$ cat src/rtl/opb_register_bank_simulink2ppc.sv
// opb_register_bank_simulink2ppc
//   OPB slave presenting C_N_CHANNELS coherent 32-bit snapshots of user words,
//   plus CTRL (trigger/auto) and STAT (missed flag, snapshot count) registers.
//   Define OPB_REG_BANK_TIMESTAMP_EN to build a free-running cycle counter that
//   is latched on every snapshot and read at offset 0x08+4*C_N_CHANNELS.
//
// Bus handshake: a select whose address lies in [C_BASEADDR, C_HIGHADDR] is
// registered in IDLE, answered with Sl_xferAck high for exactly one cycle (ACK),
// and the slave then sits in WAIT until OPB_select falls, so a held select is
// never acknowledged twice. Sl_DBus is zero outside the ack cycle. Writes take
// effect at the clock edge that ends ACK. Out-of-window selects get no response.
//
// OPB vectors are numbered big-endian ([0] is the MSB). Copying them into
// [31:0] vectors keeps bit significance, so DBus[31] becomes bit 0.
module opb_register_bank_simulink2ppc #(
  parameter logic [31:0] C_BASEADDR   = 32'h01008500,
  parameter logic [31:0] C_HIGHADDR   = 32'h010085FF,
  parameter int          C_OPB_AWIDTH = 32,
  parameter int          C_OPB_DWIDTH = 32,
  parameter int          C_N_CHANNELS = 4,
  parameter string       C_FAMILY     = "virtex5"
) (
  input  logic                        OPB_Clk,
  input  logic                        OPB_Rst,
  input  logic [0:31]                 OPB_ABus,
  input  logic [0:3]                  OPB_BE,
  input  logic [0:31]                 OPB_DBus,
  input  logic                        OPB_RNW,
  input  logic                        OPB_select,
  input  logic                        OPB_seqAddr,
  output logic [0:31]                 Sl_DBus,
  output logic                        Sl_xferAck,
  output logic                        Sl_errAck,
  output logic                        Sl_retry,
  output logic                        Sl_toutSup,
  input  logic [32*C_N_CHANNELS-1:0]  user_data_in,
  input  logic                        user_data_valid,
  output logic                        snap_pulse
);

  localparam logic [1:0] ST_IDLE = 2'd0;
  localparam logic [1:0] ST_ACK  = 2'd1;
  localparam logic [1:0] ST_WAIT = 2'd2;

  localparam int          N      = C_N_CHANNELS;
  localparam logic [29:0] IDX_TS = 30'(N + 2);

  // Family and bus widths carry no function; referenced only so they count as used.
  localparam logic unused_cfg = (C_OPB_AWIDTH == 32) && (C_OPB_DWIDTH == 32) && (C_FAMILY != "");

  logic [1:0]  state;
  logic [31:0] abus;
  logic [31:0] offset;
  logic [29:0] idx;
  logic        hit;

  logic [31:0] rd_mux;
  logic [31:0] rd_q;
  logic [29:0] idx_q;
  logic        rnw_q;
  logic [1:0]  wctl_q;     // [1]=auto bit (DBus[30]), [0]=trigger bit (DBus[31])
  logic        be_lsb_q;   // BE[3], the lane holding the CTRL bits

  logic        auto_en;
  logic        missed;
  logic [15:0] snap_count;
  logic [31:0] snap [N];
  logic [31:0] ts_rd;

  logic        commit;
  logic        ctrl_wr;
  logic        stat_wr;
  logic        trig;
  logic        cond;
  logic        missed_set;

  assign abus   = OPB_ABus;
  assign offset = abus - C_BASEADDR;
  assign idx    = offset[31:2];
  assign hit    = OPB_select && (abus >= C_BASEADDR) && (abus <= C_HIGHADDR);

  assign commit     = (state == ST_ACK) && !rnw_q;
  assign ctrl_wr    = commit && (idx_q == 30'd0) && be_lsb_q;
  assign stat_wr    = commit && (idx_q == 30'd1);
  assign trig       = ctrl_wr && wctl_q[0];
  assign cond       = trig || (auto_en && user_data_valid);
  assign missed_set = user_data_valid && !auto_en && !ctrl_wr;

  assign snap_pulse = cond && !OPB_Rst;
  assign Sl_xferAck = (state == ST_ACK);
  assign Sl_DBus    = (state == ST_ACK) ? rd_q : 32'h0;
  assign Sl_errAck  = 1'b0;
  assign Sl_retry   = 1'b0;
  assign Sl_toutSup = 1'b0;

  logic unused_ok;
  assign unused_ok = &{1'b0, unused_cfg, OPB_seqAddr, offset[1:0], OPB_DBus[0:29], OPB_BE[0:2]};

`ifdef OPB_REG_BANK_TIMESTAMP_EN
  logic [31:0] cyc_cnt;
  logic [31:0] ts_q;

  // Free-running cycle counter; its value is copied whenever a snapshot is taken.
  always_ff @(posedge OPB_Clk) begin
    if (OPB_Rst) begin
      cyc_cnt <= 32'h0;
      ts_q    <= 32'h0;
    end else begin
      cyc_cnt <= cyc_cnt + 32'd1;
      if (cond) ts_q <= cyc_cnt;
    end
  end

  assign ts_rd = ts_q;
`else
  assign ts_rd = 32'h0;
`endif

  // Read mux over the register map; sampled into rd_q when a transfer is accepted.
  always_comb begin
    rd_mux = 32'h0;
    if (idx == 30'd0) begin
      rd_mux = {30'b0, auto_en, 1'b0};
    end else if (idx == 30'd1) begin
      rd_mux = {missed, 15'b0, snap_count};
    end else if (idx == IDX_TS) begin
      rd_mux = ts_rd;
    end else begin
      for (int i = 0; i < N; i++) begin
        if (idx == 30'(i + 2)) rd_mux = snap[i];
      end
    end
  end

  // Bus FSM: IDLE accepts and registers the transfer, ACK acknowledges, WAIT holds off re-acks.
  always_ff @(posedge OPB_Clk) begin
    if (OPB_Rst) begin
      state    <= ST_IDLE;
      rd_q     <= 32'h0;
      idx_q    <= 30'h0;
      rnw_q    <= 1'b1;
      wctl_q   <= 2'b00;
      be_lsb_q <= 1'b0;
    end else begin
      case (state)
        ST_IDLE: begin
          if (hit) begin
            state    <= ST_ACK;
            rd_q     <= OPB_RNW ? rd_mux : 32'h0;
            idx_q    <= idx;
            rnw_q    <= OPB_RNW;
            wctl_q   <= {OPB_DBus[30], OPB_DBus[31]};
            be_lsb_q <= OPB_BE[3];
          end
        end
        ST_ACK:  state <= ST_WAIT;
        ST_WAIT: if (!OPB_select) state <= ST_IDLE;
        default: state <= ST_IDLE;
      endcase
    end
  end

  // Control, sticky missed flag, and the coherent snapshot of all channels.
  always_ff @(posedge OPB_Clk) begin
    if (OPB_Rst) begin
      auto_en    <= 1'b0;
      missed     <= 1'b0;
      snap_count <= 16'h0;
      for (int i = 0; i < N; i++) snap[i] <= 32'h0;
    end else begin
      if (ctrl_wr) auto_en <= wctl_q[1];
      if (stat_wr) missed <= 1'b0;
      if (missed_set) missed <= 1'b1;
      if (cond) begin
        snap_count <= snap_count + 16'd1;
        for (int i = 0; i < N; i++) snap[i] <= user_data_in[32*i +: 32];
      end
    end
  end

endmodule
$ cat config.mk
export PLATFORM = sky130hd
export DESIGN_NAME = opb_register_bank_simulink2ppc
export DESIGN_NICKNAME = d
export VERILOG_FILES = /design/src/rtl/opb_register_bank_simulink2ppc.sv
export SDC_FILE = /design/constraint.sdc
export NUM_CORES = 1
export LEC_CHECK = 0
export BUFFER_PORTS_ARGS = -buffer_cell sky130_fd_sc_hd__buf_2
export CAP_MARGIN = 10
export CORE_ASPECT_RATIO = 1.25
export CORE_MARGIN = 5
export CORE_UTILIZATION = 35
export CTS_BUF_LIST = sky130_fd_sc_hd__clkbuf_2
export DETAILED_ROUTE_END_ITERATION = 12
export MAX_ROUTING_LAYER = met4
export PLACE_DENSITY = 0.53
export SYNTH_ARGS = -nofsm -noshare
export SYNTH_HDL_FRONTEND = slang
export SYNTH_SLANG_ARGS = --single-unit
$ cat constraint.sdc
create_clock -name OPB_Clk -period 5.81 [get_ports OPB_Clk]
set_input_delay 0 -clock OPB_Clk [delete_from_list [all_inputs] [get_ports OPB_Clk]]
set_output_delay 0 -clock OPB_Clk [all_outputs]
set_load 0.1 [all_outputs]
==> metrics, run 1 <==
sequential element share of the synthesized area 58.8%; Initial Util 35.4%; YS warnings 0; Synth Area per Inst 11.2 um2; synth unique cells 61; setup repair bufs after CTS 0; root buffer cell clkbuf_2; predominant post-synthesis flop cell edfxtp_1; Port Buf Inserts 201; Stopped at 4_1_cts; #FFs+latches synth 214; post-cts resize count 0; HPWL after DPL approximately 16000 um; Mapped Area 9460 um2; Bufs on Longest Clock Path 3; outcome stopped before the end; number of synthesized flops with an enable pin about 130; asr flop ratio synth 0%; Hold-fix buffers, CTS 288; CTS Buf Count 53; # H-tree levels 2; clk sinks about 210; Post-Synthesis Cells 843; RePlAce Congestion 0.793; Ports 239; die width ~160 um; Stop Error [ERROR RSZ-0060] Max buffer count reached.; row count between 60 and 70; Die Y around 190 um
synthesized netlist by cell type (2+ instances only):
cell / count / area (um2)
nand2_1: 92 / 345
o2111ai_1: 2 / 17.5
a222oi_1: 30 / 300
nor3_1: 5 / 25.0
dfxtp_1: 86 / 1720
a21oi_1: 17 / 85.1
xor2_1: 13 / 114
and3_1: 7 / 43.8
nor3b_1: 15 / 113
nor4b_1: 7 / 61.3
clkbuf_1: 42 / 158
and2_1: 164 / 1030
or3_1: 2 / 12.5
edfxtp_1: 128 / 3840
nand4_1: 14 / 87.6
buf_2: 10 / 50.1
nand3_1: 13 / 65.1
nor4_2: 2 / 25.0
nor2b_1: 12 / 75.1
nand2b_1: 8 / 50.1
a221o_1: 15 / 150
inv_1: 6 / 22.5
or2_2: 2 / 12.5
xnor2_1: 2 / 17.5
mux2i_1: 4 / 40.0
a211oi_1: 4 / 30.0
nand3b_1: 2 / 15.0
buf_1: 2 / 7.51
a22o_1: 17 / 149
o21a_1: 23 / 173
ha_1: 3 / 37.5
nor2_1: 34 / 128
o21ai_0: 8 / 40.0
buf_4: 6 / 45.0
nor4_1: 18 / 113
a221oi_1: 2 / 17.5
or4_1: 2 / 15.0
stage by stage:
stage	worst slack (ns)	instances	hold WS [ns]	area, um2	utilization [%]
3_5_place_dp	2.48	1341	0.256	10800	40.4
3_3_place_gp	2.47	1341	0.256	10800	40.4
2_1_floorplan	2.08	845	0.0956	9470	-
kinds of logic after synthesis:
group | Yosys count | synth area share (%)
simple gates | 406 | 24.2
flops | 214 | 58.8
compound gates | 133 | 11.6
buf+inv | 66 | 2.99
xor+xnor | 15 | 1.39
mux | 5 | 0.542
fa+ha+maj | 3 | 0.397
other cells | 1 | 0.0396
==> inputs of run 2 (changes only) <==
- CORE_ASPECT_RATIO: 1.25 -> not set
- CORE_UTILIZATION: 35 -> 20
- CTS_BUF_LIST: sky130_fd_sc_hd__clkbuf_2 -> not set
- MAX_ROUTING_LAYER: met4 -> not set
- PLACE_DENSITY: 0.53 -> not set
- PLACE_DENSITY_LB_ADDON: not set -> 0.15
==> metrics, run 2 <==
Biggest register snap; final wirelength 30000 um; DR vias 7518; global-route wire length before repair around 45000 um; Final Hold Vio Count 0; predominant post-synthesis flop cell edfxtp_1; synth unique cells 61 (unchanged); Post-Synthesis Cells 843 (unchanged); CTS Buf Count 26 (-51%); post-route minimum period 3.38 ns; root buffer cell clkbuf_16; Clk network pwr share 47.1%; Layout Nets 1373; met3 Use GR 1.91%; Peak Freq a little under 300 MHz; Antenna Nets Post-Route 0; Final Power ~3.6 mW; P_sw 0.759 mW; Clock Skew 0.0123 ns; cell-internal power 2.81 mW; Area growth syn-to-layout 42.2%; MaxCap Viol Count 0; WP data arrival 3.86 ns; largest net degree at the start of global routing just under 90; Port Buf Inserts 201 (unchanged); top cell type's share of synthesized area 40.6% (unchanged); final non-filler cell total 1797; die area 51800 um2; ranking of synthesized cells by area edfxtp_1 (41%), dfxtp_1 (18%), and2_1 (11%); max reg flops between 100 and 150; core region area between 40000 and 50000 um2; Worst Path Max Fanout 16; Synth Area per Inst 11.2 um2 (unchanged); unrepaired setup endpoints after global routing no; worst slew pin tran between 1 and 1.5 ns; Mapped Area 9460 um2 (unchanged); Final setup viols 0; Setup TNS 0 ns; Die Y 228 um (+17%); clock slew seen by the registers of the worst setup and hold paths 0.06 ns; RePlAce Congestion 0.719 (-9.4%); Setup WS pre-CTS 2.37 ns (-0.110 ns); top flop regs snap (128), rd_q (32), idx_q (30); dpl cells 1605 (+20%); GRT overflow 0; Via density 4.18; #FFs+latches synth 214 (unchanged); Reg power frac 46.1%; Final Instance Area between 10000 and 15000 um2; asr flop ratio synth 0% (unchanged); # H-tree levels 1 (-1); Total GRT Usage approximately 11%; drt first pass iters 5; Initial Util 20.3% (-15 points); number of synthesized flops with an enable pin 128 (unchanged); Worst Path Required 6.28 ns; Bufs on Longest Clock Path 3 (unchanged); Top Usage Layer GRT met2; CTS tree built; row count 79 (+18%); leading area contributor after synthesis edfxtp_1; Max Slew Vio Count 0; # DRC 0; most common cell after layout, fill and taps aside buf_2; Peak VDD IR around 0.21 mV; post-cts resize count 0 (unchanged); Worst Reg-to-Reg Cells 7; Rel. slew slack 20.7%; Setup Crit Path Kind in -> reg; WL per Instance 16.7 um; die width 228 um (+45%); met2 GRT Util 19.1%; sequential element share of the synthesized area 58.8% (unchanged); layout cells sized above 1 22.6%; met1 Usage GRT 14.9%; HPWL after DPL 19800 um (+20%); final worst slack 2.43 ns; combinational power share about 7%; clk sinks 214 (unchanged); drt first-iter violations 551; commonest cells after routing, fill and taps aside buf_2 (201), and2_1 (163), dlygate4sd3_1 (142), edfxtp_1 (128), nand2_1 (92); outcome complete, no violations; CP Capture Type register; Ports 239 (unchanged); YS warnings 0 (unchanged); Worst Hold Class in -> reg; worst-skew pair later-pin latency between 0.5 and 0.6 ns; switching share of power 21.3%; most frequent cell after synthesis and2_1; initial antenna violation count 3; vias in the first global route 7832; PD cells 265 nW/um2; Leak Pwr 5.39 nW; startpoint types primary input; period utilisation layout 58.2%; WHS Path Cells 3; Cell Area, Placed 11100 um2 (+3.1%); commonest cells in the netlist and2_1 (164), edfxtp_1 (128), nand2_1 (92)
-- run 2: worst paths after layout --
path                 from       end  slack [ns]
min               OPB_Rst   auto_en        0.11
max          OPB_ABus[29]   rd_q[4]        2.43
min reg2reg      idx_q[2]  idx_q[2]        0.46
max reg2reg      state[0]   rd_q[4]        2.43
-- run 2: stage by stage --
stage / util (%) / hold WS (ns)
2_1_floorplan: - / 0.0956
3_3_place_gp: 23.9 / 0.258
3_5_place_dp: 23.9 / 0.259
4_1_cts: 28.8 / 0.0690
5_1_grt: 28.8 / 0.105
6_report: 28.8 / 0.106
-- run 2: cell families (layout without fill, tap and decap cells) --
group                    after synthesis  after routing  share of synthesized area [%]
XOR/XNOR                              15             15                           1.39
adder cells (fa/ha/maj)                3              3                          0.397
AO/OA/AOI/OAI                        133            133                           11.6
flip-flops                           214            214                           58.8
multiplexers                           5              5                          0.542
buffers and inverters                 66            409                           2.99
AND/OR/NAND/NOR                      406            406                           24.2
other                                  1              5                         0.0396
-- run 2: final cells by class --
cell class,instances,area (um2)
multi-input combinational,565,3670
inverter,6,22.5
sequential,214,5570
tap,607,759
clock buffer,39,771
clock inverter,9,124
antenna,2,5.00
timing repair buffer,355,2530
fill,4905,33200
-- run 2: metal layers --
metal  part of all wire [%]  wire length (um)
met1                     45             13500
met2                     49             14700
met3                    4.1              1230
met4                    2.0               612
met5                  0.043                13
-- run 2: critical path, cell delays in order --
cell and delay, ns:
dlygate4sd3_1 0.55, buf_2 0.21, nor4_1 0.51, a211oi_1 0.18
a2111oi_1 0.50, nand2b_1 0.26, nor4_4 1.06, buf_4 0.40
a221o_1 0.17
-- run 2: power groups by stage --
| stage | combinational [mW] | sequential (mW) | clock [mW] |
|---|---|---|---|
| after floorplan | 0.0754 | 1.67 | 0 |
| final | 0.243 | 1.64 | 1.68 |
| after global routing | 0.266 | 1.65 | 1.80 |
| after detailed placement | 0.172 | 1.68 | 0 |
| after global placement | 0.172 | 1.68 | 0 |
| after CTS | 0.247 | 1.64 | 1.74 |
-- run 2: repair_timing --
action	in CTS	in global routing
hold buffers	142	0
endpoints found under the hold margin	142	0
buffers inserted	0	0
(Power assumes the default switching activity.)
